`src/rtl/cu_pkg.sv`:
```
// Shared definitions for the control-unit sequencer.
// Holds the state and class encodings, the control-word field indices,
// and the two fixed control words (FETCH_CW, NOP_CW).
package cu_pkg;

  localparam int unsigned STATE_W = 4;
  localparam int unsigned CW_W    = 37;
  localparam int unsigned NS_W    = 3;
  localparam int unsigned KM_W    = 3;

  // Sequencer states
  typedef enum logic [STATE_W-1:0] {
    ST_FETCH = 4'b0000,
    ST_EX0   = 4'b0001,
    ST_EX1   = 4'b0010,
    ST_EX2   = 4'b0011,
    ST_HALT  = 4'b1110,
    ST_FAULT = 4'b1111
  } state_e;

  // Instruction classes: bit positions in the one-hot class vector
  localparam int unsigned CLS_N   = 4;
  localparam int unsigned CLS_IMM = 0;
  localparam int unsigned CLS_REG = 1;
  localparam int unsigned CLS_MEM = 2;
  localparam int unsigned CLS_BR  = 3;

  // Control-word field positions (LSB of multi-bit fields)
  localparam int unsigned PC_FS_LSB        = 0;
  localparam int unsigned PC_SEL_BIT       = 2;
  localparam int unsigned DATA_TRI_LSB     = 3;
  localparam int unsigned ADD_TRI_BIT      = 5;
  localparam int unsigned SIZE_LSB         = 6;
  localparam int unsigned STATUS_LOAD_BIT  = 8;
  localparam int unsigned IR_LOAD_BIT      = 9;
  localparam int unsigned MEM_WRITE_EN_BIT = 10;
  localparam int unsigned B_SEL_BIT        = 11;
  localparam int unsigned MEM_CS_LSB       = 12;
  localparam int unsigned C0_BIT           = 14;
  localparam int unsigned W_REG_BIT        = 15;
  localparam int unsigned DA_LSB           = 16;
  localparam int unsigned SB_LSB           = 21;
  localparam int unsigned SA_LSB           = 26;
  localparam int unsigned FS_LSB           = 31;

  // Fetch: memory chip-select only; IR_load/PC_FS are added when memory is ready
  localparam logic [CW_W-1:0] FETCH_CW = CW_W'(1) << MEM_CS_LSB;
  localparam logic [CW_W-1:0] NOP_CW   = '0;

endpackage

```
`src/rtl/cu_class_decode.sv`:
```
// Instruction class decoder: maps IR to a one-hot class vector plus an
// illegal flag, first match wins (imm, br, mem, reg).
// Ports:
//   ir_i         instruction register contents
//   cls_c_o      one-hot class (index constants in cu_pkg)
//   illegal_c_o  no class matched
module cu_class_decode
  import cu_pkg::*;
(
  input  logic [31:0]      ir_i,
  output logic [CLS_N-1:0] cls_c_o,
  output logic             illegal_c_o
);

  // Only IR[28:25] takes part in classification
  logic unused_ir;
  assign unused_ir = ^{ir_i[31:29], ir_i[24:0]};

  // Priority classification
  always_comb begin
    cls_c_o     = '0;
    illegal_c_o = 1'b0;
    if (ir_i[28:26] == 3'b100) begin
      cls_c_o[CLS_IMM] = 1'b1;
    end else if (ir_i[28:26] == 3'b101) begin
      cls_c_o[CLS_BR] = 1'b1;
    end else if (ir_i[27] && !ir_i[25]) begin
      cls_c_o[CLS_MEM] = 1'b1;
    end else if (ir_i[27:25] == 3'b101) begin
      cls_c_o[CLS_REG] = 1'b1;
    end else begin
      illegal_c_o = 1'b1;
    end
  end

endmodule

```
`src/rtl/cu_sequencer.sv`:
```
// Multi-cycle instruction sequencer: runs FETCH, classifies IR, routes the
// selected class decoder's control word / k_mux / next-state code, and adds
// memory-ready stalls, halt, a watchdog and a sticky fault state.
// Ports:
//   clock, reset          clock, async active-high reset
//   IR                    instruction register
//   mem_ready, halt_req   memory handshake, halt request (sampled in FETCH)
//   cw_*/ns_*/km_*        per-class control word, next-state code, k_mux
//   state                 registered state, fed back to the class decoders
//   controlWord, k_mux    combinational datapath controls
//   fault, halted         registered status
// Optional feature: define CU_SEQ_PERF_EN to add retired_cnt and stall_cnt.
module cu_sequencer
  import cu_pkg::*;
#(
  parameter int unsigned CUL    = 36,
  parameter int unsigned MAX_EX = 4
) (
  input  logic               clock,
  input  logic               reset,
  input  logic [31:0]        IR,
  input  logic               mem_ready,
  input  logic               halt_req,
  input  logic [CUL:0]       cw_imm,
  input  logic [CUL:0]       cw_reg,
  input  logic [CUL:0]       cw_mem,
  input  logic [CUL:0]       cw_br,
  input  logic [NS_W-1:0]    ns_imm,
  input  logic [NS_W-1:0]    ns_reg,
  input  logic [NS_W-1:0]    ns_mem,
  input  logic [NS_W-1:0]    ns_br,
  input  logic [KM_W-1:0]    km_imm,
  input  logic [KM_W-1:0]    km_reg,
  input  logic [KM_W-1:0]    km_mem,
  input  logic [KM_W-1:0]    km_br,
  output logic [STATE_W-1:0] state,
  output logic [CUL:0]       controlWord,
  output logic [KM_W-1:0]    k_mux,
  output logic               fault,
  output logic               halted
`ifdef CU_SEQ_PERF_EN
  ,
  output logic [31:0]        retired_cnt,
  output logic [31:0]        stall_cnt
`endif
);

  localparam int unsigned CWW = CUL + 1;
  localparam int unsigned EXW = $clog2(MAX_EX + 1);

  state_e           state_q, state_d;
  logic [EXW-1:0]   ex_cnt_q, ex_cnt_d;
  logic             fault_q, halted_q;

  logic [CLS_N-1:0] cls_c;
  logic             illegal_c;
  logic [CWW-1:0]   sel_cw_c;
  logic [NS_W-1:0]  sel_ns_c;
  logic [KM_W-1:0]  sel_km_c;
  logic [CWW-1:0]   cw_c;
  logic [KM_W-1:0]  km_c;
  logic             ex_last_c;
  logic             stall_c;
  logic             retire_c;

  cu_class_decode u_class_decode (
    .ir_i        (IR),
    .cls_c_o     (cls_c),
    .illegal_c_o (illegal_c)
  );

  // Class input select
  always_comb begin
    sel_cw_c = cw_reg;
    sel_ns_c = ns_reg;
    sel_km_c = km_reg;
    if (cls_c[CLS_IMM]) begin
      sel_cw_c = cw_imm;
      sel_ns_c = ns_imm;
      sel_km_c = km_imm;
    end else if (cls_c[CLS_BR]) begin
      sel_cw_c = cw_br;
      sel_ns_c = ns_br;
      sel_km_c = km_br;
    end else if (cls_c[CLS_MEM]) begin
      sel_cw_c = cw_mem;
      sel_ns_c = ns_mem;
      sel_km_c = km_mem;
    end
  end

  // Current EX cycle is the last one the watchdog allows
  assign ex_last_c = (ex_cnt_q >= EXW'(MAX_EX - 1));

  // Next state and combinational datapath controls
  always_comb begin
    state_d  = state_q;
    ex_cnt_d = '0;
    cw_c     = CWW'(NOP_CW);
    km_c     = '0;
    stall_c  = 1'b0;
    retire_c = 1'b0;
    unique case (state_q)
      ST_FETCH: begin
        if (halt_req) begin
          // Halt wins over a completing fetch: nothing is issued
          state_d = ST_HALT;
        end else begin
          cw_c = CWW'(FETCH_CW);
          if (mem_ready) begin
            cw_c[IR_LOAD_BIT]       = 1'b1;
            cw_c[PC_FS_LSB +: 2]    = 2'b01;
            state_d                 = ST_EX0;
          end else begin
            stall_c = 1'b1;
          end
        end
      end
      ST_EX0, ST_EX1, ST_EX2: begin
        ex_cnt_d = ex_cnt_q + EXW'(1);
        if (illegal_c) begin
          state_d = ST_FAULT;
        end else begin
          cw_c = sel_cw_c;
          km_c = sel_km_c;
          if ((sel_cw_c[MEM_CS_LSB +: 2] != 2'b00) && !mem_ready) begin
            // Memory stall: hold and suppress architectural side effects
            stall_c                 = 1'b1;
            cw_c[W_REG_BIT]         = 1'b0;
            cw_c[STATUS_LOAD_BIT]   = 1'b0;
            cw_c[IR_LOAD_BIT]       = 1'b0;
            cw_c[PC_FS_LSB +: 2]    = 2'b00;
          end else begin
            case (sel_ns_c)
              3'd0: begin
                state_d  = ST_FETCH;
                retire_c = !ex_last_c;
              end
              3'd1:    state_d = ST_EX0;
              3'd2:    state_d = ST_EX1;
              3'd3:    state_d = ST_EX2;
              default: state_d = ST_FAULT;
            endcase
          end
          // Watchdog overrides everything, stalls included
          if (ex_last_c) begin
            state_d = ST_FAULT;
          end
        end
      end
      ST_HALT: begin
        if (!halt_req) begin
          state_d = ST_FETCH;
        end
      end
      ST_FAULT: begin
        state_d = ST_FAULT;
      end
      default: begin
        state_d = ST_FAULT;
      end
    endcase
  end

  // State and status registers
  always_ff @(posedge clock or posedge reset) begin
    if (reset) begin
      state_q  <= ST_FETCH;
      ex_cnt_q <= '0;
      fault_q  <= 1'b0;
      halted_q <= 1'b0;
    end else begin
      state_q  <= state_d;
      ex_cnt_q <= ex_cnt_d;
      fault_q  <= (state_d == ST_FAULT);
      halted_q <= (state_d == ST_HALT);
    end
  end

  assign state       = state_q;
  assign controlWord = cw_c;
  assign k_mux       = km_c;
  assign fault       = fault_q;
  assign halted      = halted_q;

`ifdef CU_SEQ_PERF_EN
  logic [31:0] retired_cnt_q, stall_cnt_q;

  // Free-running performance counters, wrap modulo 2^32
  always_ff @(posedge clock or posedge reset) begin
    if (reset) begin
      retired_cnt_q <= '0;
      stall_cnt_q   <= '0;
    end else begin
      if (retire_c) begin
        retired_cnt_q <= retired_cnt_q + 32'd1;
      end
      if (stall_c) begin
        stall_cnt_q <= stall_cnt_q + 32'd1;
      end
    end
  end

  assign retired_cnt = retired_cnt_q;
  assign stall_cnt   = stall_cnt_q;
`else
  logic unused_perf;
  assign unused_perf = retire_c ^ stall_c;
`endif

endmodule

```
`config.mk`:
```
export PLATFORM = sky130hd
export DESIGN_NAME = cu_sequencer
export DESIGN_NICKNAME = d
export VERILOG_FILES = /design/src/rtl/cu_pkg.sv /design/src/rtl/cu_class_decode.sv /design/src/rtl/cu_sequencer.sv
export SDC_FILE = /design/constraint.sdc
export NUM_CORES = 1
export LEC_CHECK = 0
export BUFFER_PORTS_ARGS = -buffer_cell sky130_fd_sc_hd__buf_2
export CAP_MARGIN = 20
export CORE_AREA = 2 2 97 99
export CTS_BUF_LIST = sky130_fd_sc_hd__clkbuf_16
export CTS_CLUSTER_SIZE = 28
export DETAILED_ROUTE_END_ITERATION = 12
export DIE_AREA = 0 0 99 101
export GPL_ROUTABILITY_DRIVEN = 0
export SKIP_LAST_GASP = 1
export SLEW_MARGIN = 20
export SYNTH_ARGS = -nofsm -noshare
export SYNTH_HDL_FRONTEND = slang
export SYNTH_SLANG_ARGS = --single-unit
```
`constraint.sdc`:
```
create_clock -name clock -period 5.65 [get_ports clock]
set_input_delay 1.4125 -clock clock [delete_from_list [all_inputs] [get_ports clock]]
set_output_delay 1.4125 -clock clock [all_outputs]
set_load 0.01 [all_outputs]
```
# Word level (Yosys, flattened, before mapping)
# Cells that the tools add are included.
# totals
regBits	9
wordCells	65
inputBits	208
# classes
n_eq_ne	12
magnitude_cmp	1
muxes	39
reduce_logical	8
add_sub_neg	1
# ops
operator	count
37-bit two-way mux	4
37-bit case mux with 2 select lines	1
3-bit two-way mux	10
4-bit two-way mux	6
4-bit case mux with 4 select lines	1
13-bit two-way mux	1
4-bit == test, second input constant	3
1-bit two-way mux	12
4-bit case mux with 3 select lines	1
3-bit == test, second input constant	3
4-bit by 2-bit == test with 1-bit output, second input constant	2
3-bit by 2-bit == test with 1-bit output, second input constant	2
2-bit two-way mux	3
4-bit by 1-bit == test with 1-bit output, second input constant	1
4-bit zero test	1
3-bit by 1-bit adder with 3-bit output, second input constant	1
3-bit by 1-bit == test with 1-bit output, second input constant	1
3-bit by 2-bit >= comparator with 1-bit output, second input constant	1
3-bit zero test	1
3-bit OR reduction	1
1-bit logical AND	2
1-bit zero test	2
2-bit nonzero test	1

# Longest topological paths before layout
# Gate-level depths: netlist (run 1).
# depth
ltp_word	15
depth_mapped	8
mapped_depth_nobuf	8

# By module
# From an unflattened synthesis (run 1), not the netlist that was laid out.
# unflattened
cells_unflattened	335
area_unflattened_um2	2020.7
# by_module_without_submodules
mod	cells_per_inst	area_per_inst_um2	instances	seq_area_each_um2
cu_sequencer	328	1980.6	1	225.2
cu_class_decode	7	40.0	1	0.0

# Worst setup path after synthesis (run 1)
# OpenSTA, ideal clock, no wires.
# synth_timing
kind	input to output
from	input IR[25]
to	output controlWord[0]
path_stages	6
n_path_buf	1
slack_ns	1.573
t_arrival_ns	2.664
cell_sequence	buf_2 mux2_4 a221oi_4 a21o_2 nand2b_1 o21ai_1
# synth_between
elab_chain_cells	13
# synth_rtl
element	line	text
start: declaration	cu_sequencer.sv:21	input logic [31:0] IR,
1-bit zero test	cu_class_decode.sv:27	end else if (ir_i[27] && !ir_i[25]) begin
1-bit logical AND	cu_class_decode.sv:27	
1-bit two-way mux	cu_class_decode.sv:27	
2-bit two-way mux	cu_class_decode.sv:25	end else if (ir_i[28:26] == 3'b101) begin
3-bit two-way mux	cu_class_decode.sv:23	if (ir_i[28:26] == 3'b100) begin
37-bit two-way mux	cu_sequencer.sv:85	end else if (cls_c[CLS_MEM]) begin
37-bit two-way mux	cu_sequencer.sv:81	end else if (cls_c[CLS_BR]) begin
37-bit two-way mux	cu_sequencer.sv:77	if (cls_c[CLS_IMM]) begin
2-bit nonzero test	cu_sequencer.sv:126	if ((sel_cw_c[MEM_CS_LSB +: 2] != 2'b00) && !mem_ready) begin
1-bit logical AND	cu_sequencer.sv:126	
2-bit two-way mux	cu_sequencer.sv:126	
37-bit two-way mux *	cu_sequencer.sv:121	if (illegal_c) begin
37-bit case mux with 2 select lines *	cu_sequencer.sv:103	unique case (state_q)
end: declaration	cu_sequencer.sv:37	output logic [CUL:0] controlWord,
# Mark *: on every way between the ends. The rest lies on a longest branch, timed or not.

# Final worst setup path (run 1)
# layout_timing
from	input IR[26]
to	output controlWord[9]
# layout_between
elab_chain_cells	11
# layout_rtl
element	line
3-bit == test	cu_class_decode.sv:25
2-bit two-way mux	cu_class_decode.sv:25
3-bit two-way mux	cu_class_decode.sv:23
37-bit two-way mux	cu_sequencer.sv:85
37-bit two-way mux	cu_sequencer.sv:81
37-bit two-way mux	cu_sequencer.sv:77
2-bit nonzero test	cu_sequencer.sv:126
1-bit logical AND	cu_sequencer.sv:126
2-bit two-way mux	cu_sequencer.sv:126
37-bit two-way mux *	cu_sequencer.sv:121
37-bit case mux with 2 select lines *	cu_sequencer.sv:103
# Marked as above.

==> impl_results.md, run 1 <==
* Synth Area in Simple Gates at 0.248
* HPWL after DPL at between 7000 and 8000 um
* Final Cycle Share at 0.823
* Area leader, netlist: mux2i_1
* Post-route ant nets at 0
* Compound-Gate Fraction of Synth Area at 0.287
* Commonest cells in the netlist: 88 x nor2_1, 45 x mux2i_1, 36 x a221oi_1
* Main flop type after synthesis: dfrtp_1
* Internal power at slightly below 300 uW
* Routed length per instance at 14.7 um
* Sequential-to-total area share from yosys stat at 0.121
* Initial core utilization at 0.208
* Die Width at 99 um
* CP Cell Sequence: buf_2 -> mux2i_1 -> nor2_2 -> a221oi_4 -> a21o_2 -> nand2b_1 -> o21ai_1 -> buf_2
* First-pass GRT wire length at roughly 13000 um
* Non-Filler Instances at 588
* DR vias at 2854
* Chip Height at roughly 100 um
* Clock share of power at 0.273
* WHS Path Cells at 1
* Vias per std cell at about 4.9
* Detailed Routing Iterations Pass 1 at 4
* Antenna violations before repair at 1
* RSZ-0062 raised after global routing: false
* Post-CTS resize count at 0
* Syn Nets at ~470
* Largest net degree at the start of global routing at 42
* CP Capture Type: output port
* Setup CP Type: in2out
* Reg-to-Reg Start: ex_cnt_q[0]$_DFF_PP0_
* Leakage at around 1.7 nW
* Largest cells by area after synthesis: mux2i_1 24%, nor2_1 18%, a221oi_1 17%, dfrtp_1 12%, buf_2 2.4%
* WHS at around 0.46 ns
* GRT Total Usage at 0.155
* Rel. slew slack at 0.646
* Arrival time worst endpoint at around 3.2 ns
* DR DRC count at 0
* Count leader, synth: nor2_1
* Clk Latency, worst-skew pair at approximately 0.24 ns
* Reg2reg setup slack at between 3 and 4 ns
* Number of max-cap violations at 0
* EDFF count, synth at 0
* NetSw at 163 uW
* CTS tree: yes
* Async set-reset flop share out of synthesis at 1.00
* Detailed Route WL at between 8000 and 9000 um
* Synth Cell Area at approximately 1900 um^2
* Top delay family on crit path: compound AO/OA/AOI/OAI gates
* Layout cells sized above 1 at 0.513
* # IOs at 254
* Status: finished, final reports clean
* Pins Over Slew Limit at 0
* Crit-path max cell delay at 0.43 ns
* Critical-path top delay cell: buf_2
* Overflow after GRT at 0
* #FFs+latches synth at 9
* Die ar. at around 10000 um^2
* Endpoint, Worst Hold: ex_cnt_q[0]$_DFF_PP0_
* Setup TNS at 0 ns
* Final clock skew at ~0.0023 ns
* Hold path startpoint: ex_cnt_q[0]$_DFF_PP0_
* Largest family of logic cells by synthesized area: compound AO/OA/AOI/OAI gates
* Post-synthesis cell type count at 37
* Seq pwr share at 0.214
* Comb pwr share at 0.512
* Max Clk Rate at roughly 220 MHz
* Number of CTS-inserted buffers at 3
* Worst r2r path cells at 8
* Max VDD drop at 0.0962 mV
* Least-Margin Pin Slew at about 0.53 ns
* Placed Cells at between 500 and 600
* Root buffer cell: clkbuf_16
* Port Buffers at 225
* Min Tclk post-route at around 4.6 ns
* Mean Syn Cell Area at 7.11 um^2
* Pwr Total at roughly 450 uW
* Mapped Cells at roughly 260
* XOR/XNOR Fraction of Synth Area at 0
* Iter 0 DRT Violations at between 90 and 100
* CP max FO at 17
* Bufs and invs on worst path at 2
* Final nets at just under 700
* Synthesis-to-layout area growth at 69.9%
* Most numerous cell on the critical path: buf_2
* Clk sinks at 9
* Endpoints failing hold at 0
* Switching share of total power at 0.361
* WP data required at 4.24 ns
* Number of setup buffers added after CTS at 0
* Worst min path class: reg2reg
* Num rows at 35
* Vias in the first global route at 2719
* Post-Synth Adder-Cell Area at 0.0134
* Setup violators final at 0
* Core box area at approximately 9000 um^2
* Mux share of post-synthesis cell area at 0.268
* R2r endpoint: fault$_DFF_PP0_
* Clock slew at reported path FFs at approximately 0.040 ns
* Synth warnings at 0
* CP Launch Point: IR[26]
* FILL cells at 965
* Htree depth at 1
* Startpoint Class: input pin
* Share of the synthesized area in the top cell type at 0.242
* Hold buffers post-CTS at 0
* Worst-case clock buffer depth at 2
* PD cells at about 140 nW/um^2
[how the worst max path moves through the flow]
stage / to / slack, ns / cells after the start
floorplan: controlWord[0] / 1.57 / 6
global placement: controlWord[9] / 0.97 / 8
detailed placement: controlWord[9] / 0.96 / 8
CTS: controlWord[9] / 0.95 / 8
global route: controlWord[9] / 0.81 / 8
finish: controlWord[9] / 1.00 / 8
[registers in the layout, indices dropped and copies added (netlist names)]
signal / count
ex_cnt_q: 3
fault: 1
halted: 1
state: 4
[power by group through the flow]
stage | sequential [mW] | combinational [mW] | clock [mW]
after detailed placement | 0.0974 | 0.232 | 0
final | 0.0969 | 0.232 | 0.124
after floorplan | 0.101 | 0.123 | 0
after CTS | 0.0969 | 0.234 | 0.126
after global routing | 0.0999 | 0.257 | 0.131
after global placement | 0.0975 | 0.229 | 0
[kinds of logic (layout without fill, tap and decap cells)]
family | after synthesis | after routing
compound gates | 66 | 66
fa+ha+maj | 2 | 2
buf+inv | 26 | 240
flops | 9 | 9
mux | 49 | 49
other cells | 0 | 1
simple gates | 110 | 110
[stage by stage]
| step | util | area [um^2] | worst slack, ns |
|---|---|---|---|
| 2_1_floorplan | - | 1860 | 1.57 |
| 3_3_place_gp | 0.344 | 3080 | 0.975 |
| 3_5_place_dp | 0.344 | 3080 | 0.963 |
| 4_1_cts | 0.352 | 3160 | 0.952 |
| 5_1_grt | 0.353 | 3170 | 0.814 |
| 6_report | 0.353 | 3170 | 1.00 |
[placed cells by master (no fill, tap or decap), drive strengths merged, types with 3 or more instances in the layout]
master / Yosys / routed
a211oi: 5 / 5
a21oi: 8 / 8
a221oi: 37 / 37
buf: 11 / 232
clkbuf: 11 / 3
dfrtp: 9 / 9
inv: 4 / 5
mux2: 4 / 4
mux2i: 45 / 45
nand2: 3 / 3
nand2b: 4 / 4
nor2: 89 / 89
nor2b: 3 / 3
o21ai: 6 / 6
[metal layers]
metal,share of wire,wire length [um],GRT usage,vias to the layer above
li1,-,-,-,1404
met1,0.38,3240,0.181,1290
met2,0.52,4490,0.288,149
met3,0.084,727,0.0291,11
met4,0.020,170,0.0421,0
met5,0,0,0,-
[final cells by class]
type	instances	area, um^2	area share
Antenna cell	1	2.50	0.000791
Clock buffer	3	75.1	0.0237
Clock inverter	1	3.75	0.00119
Inverter	4	15.0	0.00474
Multi-Input combinational cell	227	1530	0.482
Sequential cell	9	225	0.0711
Tap cell	111	139	0.0439
Timing Repair Buffer	232	1180	0.372
(Power assumes the default switching activity.)
==> inputs of run 2 (changes only) <==
==> constraint.sdc (replaced) <==
create_clock -name clock -period 4.6 [get_ports clock]
set_input_delay 1.15 -clock clock [delete_from_list [all_inputs] [get_ports clock]]
set_output_delay 1.15 -clock clock [all_outputs]
set_load 0.01 [all_outputs]
==> run 2 against run 1 <==
  * Die area unchanged
  * Non-clock buffer count fell by 1
  * Count of clock-buffer cells in the layout is the same
  * Register-to-register slack got worse by 1.2 ns
  * Largest power group unchanged
  * Worst setup slack worse by 0.31 ns
  * Via count up 0.46%
  * Sequential power up 23%
  * Critical path depth is 1 lower
  * Sequential cell count is the same
  * Worst hold slack improved by 0.011 ns
  * First-iteration DRC count decreased by 1.1%
  * Clock power rose by 20%
==> impl_results.md, run 2 (synthesized netlist as in run 1, its figures left out) <==
* Setup violators final at 0 (unchanged)
* NetSw at 199 uW (was 163 uW)
* Critical-path top delay cell: buf_4 (was buf_2)
* Final WS setup at 0.697 ns (was 1.00 ns)
* Switching share of total power at 0.360 (was 0.361)
* Die ar. at 10000 um^2 (unchanged)
* Leakage at 1.75 nW (about the same)
* CP Capture Type: output port (unchanged)
* Top delay family on crit path: buffers and inverters (was compound AO/OA/AOI/OAI gates)
* Min Tclk post-route at ~3.9 ns
* Number of setup buffers added after CTS at 0 (unchanged)
* Port Buffers at 225 (unchanged)
* Clock share of power at 0.270 (was 0.273)
* Area of the multi-input gates at 1530 um^2 (unchanged)
* Antenna violations before repair at 1 (unchanged)
* DR vias at 2867 (was 2854)
* Crit-path max cell delay at 0.58 ns (was 0.43 ns)
* CP max FO at 40 (was 17)
* Arrival time worst endpoint at 2.75 ns (was 3.24 ns)
* Non-Filler Instances at 587 (was 588)
* Placed Cells at 582 (was 583)
* CTS tree: yes (unchanged)
* Vias in the first global route at 2635 (was 2719)
* Endpoints failing hold at 0 (unchanged)
* Commonest non-fill, non-tap cells in the layout: 225 x buf_2, 87 x nor2_1, 45 x mux2i_1 (unchanged)
* HPWL after DPL at 7030 um (was 7120 um)
* Number of max-cap violations at 0 (unchanged)
* Least-Margin Pin Slew at 0.686 ns (was 0.531 ns)
* Status: finished, final reports clean (unchanged)
* Detailed Routing Iterations Pass 1 at 4 (unchanged)
* RSZ-0062 raised after global routing: false (unchanged)
* PD cells at 175 nW/um^2 (was 143 nW/um^2)
* Iter 0 DRT Violations at 91 (was 92)
* Setup CP Type: in2out (unchanged)
* Vias per std cell at 4.88 (was 4.85)
* Worst-case clock buffer depth at 2 (unchanged)
* Number of flip-flops under the largest register name at 4 (unchanged)
* # IOs at 254 (unchanged)
* WP data required at 3.45 ns (was 4.24 ns)
* WHS at 0.474 ns (was 0.462 ns)
* Pins Over Slew Limit at 0 (unchanged)
* Final Cycle Share at 0.849
* Final nets at 686 (was 687)
* CP Cell Sequence: buf_2 -> buf_4 -> mux2i_1 -> nor2_1 -> a221oi_1 -> nor2_1 -> buf_2 (was buf_2 -> mux2i_1 -> nor2_2 -> a221oi_4 -> a21o_2 -> nand2b_1 -> o21ai_1 -> buf_2)
* Post-CTS resize count at 0 (unchanged)
* Met3 Resource Use GR at 0.0257 (was 0.0291)
* Seq pwr share at 0.215 (was 0.214)
* Num rows at 35 (unchanged)
* Final clock skew at 0.00241 ns (was 0.00232 ns)
* Detailed Route WL at 8580 um (was 8630 um)
* Place WS at 0.623 ns (was 0.963 ns)
* Post-route ant nets at 0 (unchanged)
* Worst min path class: reg2reg (unchanged)
* Clock slew at reported path FFs at 0.04 ns (about the same)
* Grt met1 use at 0.182 (was 0.181)
* First-pass GRT wire length at 12500 um (was 12700 um)
* Chip Height at 101 um (unchanged)
* GRT Total Usage at 0.152 (was 0.155)
* Overflow after GRT at 0 (unchanged)
* DR DRC count at 0 (unchanged)
* Synthesis-to-layout area growth at 69.5% (was 69.9%)
* Clk sinks at 9 (unchanged)
* Startpoint Class: input pin (unchanged)
* Initial core utilization at 0.208 (unchanged)
* FILL cells at 952 (was 965)
* Internal power at 355 uW (was 289 uW)
* Clk Latency, worst-skew pair at 0.23 ns (was 0.24 ns)
* Layout cells sized above 1 at 0.512 (was 0.513)
* GR peak layer: met2 (unchanged)
* Routed length per instance at 14.6 um (was 14.7 um)
* Reg area at 225 um^2 (unchanged)
* Core box area at 8980 um^2 (unchanged)
* Setup TNS at 0 ns (unchanged)
* Largest net degree at the start of global routing at 42 (unchanged)
* Bufs and invs on worst path at 3 (was 2)
* Hold buffers post-CTS at 0 (unchanged)
* Rel. slew slack at 0.542 (was 0.646)
* Comb pwr share at 0.515 (was 0.512)
* Max Clk Rate at 256 MHz
* GR met2 Demand/Resource at 0.278 (was 0.288)
* Root buffer cell: clkbuf_16 (unchanged)
* Max VDD drop at 0.0862 mV (was 0.0962 mV)
* Htree depth at 1 (unchanged)
* Number of CTS-inserted buffers at 3 (unchanged)
* Most common cell after layout, fill and taps aside: buf_2 (unchanged)
* Die Width at 99 um (unchanged)
-- run 2: changes by cell type in the layout (fill, tap and decap cells not counted) --
| cell | change |
|---|---|
| buf_4 | -1 |
-- run 2: power groups by stage --
stage	Clock (mW)	Combinational, mW	Sequential, mW
2_1_floorplan	0	0.152	0.124
3_3_place_gp	0	0.280	0.120
3_5_place_dp	0	0.286	0.119
4_1_cts	0.153	0.287	0.119
5_1_grt	0.157	0.314	0.123
6_report	0.149	0.285	0.119
-- run 2: layout make-up --
cell class,instances,share of cell area
inverter,4,0.00475
multi-input combinational,227,0.483
clock buffer,3,0.0238
clock inverter,1,0.00119
antenna,1,0.000792
timing repair buffer,231,0.371
sequential,9,0.0713
tap,111,0.0440
-- run 2: worst paths after layout --
check                                 startpoint                     to  slack [ns]  cells after the start
hold / removal             ex_cnt_q[0]$_DFF_PP0_  ex_cnt_q[0]$_DFF_PP0_        0.47                      1
setup reg to reg           ex_cnt_q[0]$_DFF_PP0_        fault$_DFF_PP0_        2.28                      8
min in group asynchronous                  reset  ex_cnt_q[0]$_DFF_PP0_        0.88                      2
hold reg to reg            ex_cnt_q[0]$_DFF_PP0_  ex_cnt_q[0]$_DFF_PP0_        0.47                      1
max in group asynchronous                  reset     state[0]$_DFF_PP0_        3.46                      2
setup / recovery                          IR[26]         controlWord[1]        0.70                      7
-- run 2: metal layers --
metal,up-vias,part of all wire
met5,-,0
met2,150,0.51
met4,0,0.024
met1,1291,0.39
met3,19,0.073
li1,1407,-
-- run 2: stage by stage --
step           area (um^2)  total power [mW]   util
4_1_cts               3160             0.559  0.351
3_3_place_gp          3080             0.400  0.343
6_report              3160             0.554  0.352
3_5_place_dp          3080             0.405  0.343
5_1_grt               3160             0.594  0.352
2_1_floorplan         1860             0.276      -
==> inputs of run 3 (changes only) <==
--- a/config.mk
+++ b/config.mk
@@ -5,13 +5,14 @@
 export SDC_FILE = /design/constraint.sdc
 export NUM_CORES = 1
 export LEC_CHECK = 0
+export ABC_AREA = 1
 export BUFFER_PORTS_ARGS = -buffer_cell sky130_fd_sc_hd__buf_2
 export CAP_MARGIN = 20
-export CORE_AREA = 2 2 97 99
+export CORE_AREA = 2 2 100 102
 export CTS_BUF_LIST = sky130_fd_sc_hd__clkbuf_16
 export CTS_CLUSTER_SIZE = 28
 export DETAILED_ROUTE_END_ITERATION = 12
-export DIE_AREA = 0 0 99 101
+export DIE_AREA = 0 0 102 104
 export GPL_ROUTABILITY_DRIVEN = 0
 export SKIP_LAST_GASP = 1
 export SLEW_MARGIN = 20
==> constraint.sdc (replaced) <==
create_clock -name clock -period 3.9 [get_ports clock]
set_input_delay 0.975 -clock clock [delete_from_list [all_inputs] [get_ports clock]]
set_output_delay 0.975 -clock clock [all_outputs]
set_load 0.01 [all_outputs]
==> run 3 against run 2 <==
  * Sequential cell count unchanged
  * Global-route usage up 1.4 points
  * Largest power group unchanged
  * Final area down 0.24%
==> impl_results.md, run 3 <==
* Status: finished, final reports clean (unchanged)
* Commonest non-fill, non-tap cells in the layout: 225 x buf_2, 102 x nand2_1, 36 x nand3_1 (was 225 x buf_2, 87 x nor2_1, 45 x mux2i_1)
* Area leader, netlist: nand2_1 (was mux2i_1)
* Max Clk Rate at 287 MHz
* Core box area at 9550 um^2 (was 8980 um^2)
* Post-route ant nets at 0 (unchanged)
* CP Capture Type: output port (unchanged)
* Largest cells by area after synthesis: nand2_1 21%, dfrtp_1 13%, a41oi_1 11%, nand3_1 10%, a221oi_1 7.9% (was mux2i_1 24%, nor2_1 18%, a221oi_1 17%, dfrtp_1 12%, buf_2 2.4%)
* Iter 0 DRT Violations at 172 (was 91)
* FILL cells at 1069 (was 952)
* Vias in the first global route at 2848 (was 2635)
* Port Buffers at 225 (unchanged)
* Max VDD drop at 0.236 mV (was 0.0862 mV)
* Synth Cell Area at 1780 um^2 (was 1860 um^2)
* Leakage at 1.65 nW (was 1.75 nW)
* Worst-case clock buffer depth at 2 (unchanged)
* Syn Nets at 511 (was 472)
* Clk sinks at 9 (unchanged)
* Overflow after GRT at 0 (unchanged)
* Hold buffers post-CTS at 0 (unchanged)
* Clk Latency, worst-skew pair at 0.24 ns (was 0.23 ns)
* Count leader, synth: nand2_1 (was nor2_1)
* Layout cells sized above 1 at 0.484 (was 0.512)
* Initial core utilization at 0.187 (was 0.208)
* Post-CTS resize count at 0 (unchanged)
* Worst r2r path cells at 9 (was 8)
* CP max FO at 9 (was 40)
* Final nets at 727 (was 686)
* Main flop type after synthesis: dfrtp_1 (unchanged)
* Setup violators final at 0 (unchanged)
* Largest net degree at the start of global routing at 41 (was 42)
* RSZ-0062 raised after global routing: false (unchanged)
* Sequential-to-total area share from yosys stat at 0.126 (was 0.121)
* R2r endpoint: fault$_DFF_PP0_ (unchanged)
* Final Cycle Share at 0.894
* DR vias at 3057 (was 2867)
* Share of the synthesized area in the top cell type at 0.215 (was 0.242)
* Htree depth at 1 (unchanged)
* Endpoint, Worst Hold: ex_cnt_q[0]$_DFF_PP0_ (unchanged)
* Detailed Routing Iterations Pass 1 at 5 (was 4)
* # IOs at 254 (unchanged)
* First-pass GRT wire length at 14200 um (was 12500 um)
* Async set-reset flop share out of synthesis at 1.00 (unchanged)
* Min Tclk post-route at between 3 and 4 ns
* Synth warnings at 0 (unchanged)
* Arrival time worst endpoint at 2.51 ns (was 2.75 ns)
* Antenna violations before repair at 3 (was 1)
* WP data required at 2.92 ns (was 3.45 ns)
* Startpoint Class: input pin (unchanged)
* Endpoints failing hold at 0 (unchanged)
* #FFs+latches synth at 9 (unchanged)
* Commonest cells in the netlist: 102 x nand2_1, 36 x nand3_1, 25 x nor2_1 (was 88 x nor2_1, 45 x mux2i_1, 36 x a221oi_1)
* Vias per std cell at 4.70 (was 4.88)
* Reg-to-Reg Start: state[3]$_DFF_PP0_ (was ex_cnt_q[0]$_DFF_PP0_)
* Pins Over Slew Limit at 0 (unchanged)
* CTS tree: yes (unchanged)
* Most common cell after layout, fill and taps aside: buf_2 (unchanged)
* DR DRC count at 0 (unchanged)
* EDFF count, synth at 0 (unchanged)
* Root buffer cell: clkbuf_16 (unchanged)
* Rel. slew slack at 0.706 (was 0.542)
* Reg2reg setup slack at 2.23 ns (was 2.28 ns)
* Util after Layout at 0.330 (was 0.352)
* Number of flip-flops under the largest register name at 4 (unchanged)
* Die Width at 102 um (was 99 um)
* Detailed Route WL at 9740 um (was 8580 um)
* HPWL after DPL at 7910 um (was 7030 um)
* PD cells at 177 nW/um^2 (was 175 nW/um^2)
* Worst min path class: reg2reg (unchanged)
* Setup CP Type: in2out (unchanged)
* Die ar. at 10600 um^2 (was 10000 um^2)
* Number of setup buffers added after CTS at 0 (unchanged)
* Least-Margin Pin Slew at 0.437 ns (was 0.686 ns)
* Mean Syn Cell Area at 5.92 um^2 (was 7.11 um^2)
* Mapped Cells at 301 (was 262)
* Setup TNS at 0 ns (unchanged)
* Final clock skew at 0.00389 ns (was 0.00241 ns)
* Clock slew at reported path FFs at 0.04 ns (about the same)
* Num rows at 36 (was 35)
* Pwr Total at 559 uW (was 554 uW)
* Routed length per instance at 15.0 um (was 14.6 um)
* Number of CTS-inserted buffers at 3 (unchanged)
* Number of max-cap violations at 0 (unchanged)
* Post-synthesis cell type count at 31 (was 37)
* WHS Path Cells at 1 (unchanged)
* GRT Total Usage at 0.166 (was 0.152)
* Chip Height at 104 um (was 101 um)
* Synthesis-to-layout area growth at 76.8% (was 69.5%)
* Hold path startpoint: ex_cnt_q[0]$_DFF_PP0_ (unchanged)
run 3: changes by cell type after synthesis, sizes merged, moves of 4 or more:
cell,previous run,this run
nand2,3,107
nor2,89,28
a221oi,37,16
clkbuf,11,6
buf,11,17
nand2b,4,0
a211oi,5,0
a41oi,0,22
mux2i,45,0
mux2,4,0
nand3,2,37
inv,4,23
a32o,0,12
run 3: critical path, stage by stage:
cell and delay (ns):
buf_2 0.13, nand2_2 0.16, nand2_1 0.07, nand2_1 0.06, nor2_1 0.04, nor2_2 0.15
nand2_2 0.11, nand2_4 0.11, nand3_1 0.22, o21ai_0 0.29, buf_2 0.19
run 3: cells by family (layout without fill, tap and decap cells):
| family | Yosys count | after routing | share of synthesized area |
|---|---|---|---|
| AO/OA/AOI/OAI | 64 | 64 | 0.308 |
| flip-flops | 9 | 9 | 0.126 |
| adder cells (fa/ha/maj) | 2 | 2 | 0.0140 |
| buffers and inverters | 46 | 261 | 0.110 |
| other | 0 | 1 | 0 |
| AND/OR/NAND/NOR | 180 | 180 | 0.441 |
run 3: cell type report:
type,instances,area (um^2),share of cell area
multi-input combinational,246,1360,0.432
tap,133,166,0.0528
timing repair buffer,234,1230,0.391
clock buffer,3,75.1,0.0238
inverter,23,86.3,0.0274
antenna,1,2.50,0.000794
clock inverter,1,3.75,0.00119
sequential,9,225,0.0715
run 3: per-stage QoR:
stage | cells | hold slack, ns | cell area (um^2) | worst slack (ns)
after detailed placement | 645 | 0.453 | 3070 | 0.396
final | 650 | 0.453 | 3150 | 0.412
after CTS | 649 | 0.457 | 3150 | 0.390
after global routing | 650 | 0.505 | 3150 | 0.251
after floorplan | 301 | 0.430 | 1780 | 0.915
after global placement | 645 | 0.446 | 3070 | 0.501
run 3: worst max path at each step:
| stage | startpoint | to | slack (ns) | cells after the start |
|---|---|---|---|---|
| floorplan | IR[25] | controlWord[0] | 0.92 | 9 |
| global placement | IR[27] | controlWord[9] | 0.50 | 11 |
| detailed placement | IR[25] | controlWord[9] | 0.40 | 11 |
| CTS | IR[25] | controlWord[9] | 0.39 | 11 |
| global route | IR[25] | controlWord[9] | 0.25 | 11 |
| finish | IR[27] | controlWord[9] | 0.41 | 11 |
run 3: power breakdown:
group | leakage, nW | switching [mW] | internal [mW]
Clock | 0.0423 | 0.0489 | 0.134
Combinational | 1.51 | 0.132 | 0.127
Sequential | 0.100 | 0.0111 | 0.105
run 3: metal layers:
| metal | vias to the layer above | share of wire | track usage | routed length [um] |
|---|---|---|---|---|
| met3 | 15 | 0.084 | 0.0316 | 816 |
| met1 | 1382 | 0.39 | 0.195 | 3830 |
| met4 | 4 | 0.012 | 0.0314 | 120 |
| li1 | 1506 | - | - | - |
| met2 | 150 | 0.51 | 0.307 | 4940 |
| met5 | - | 0.0028 | 0 | 27 |
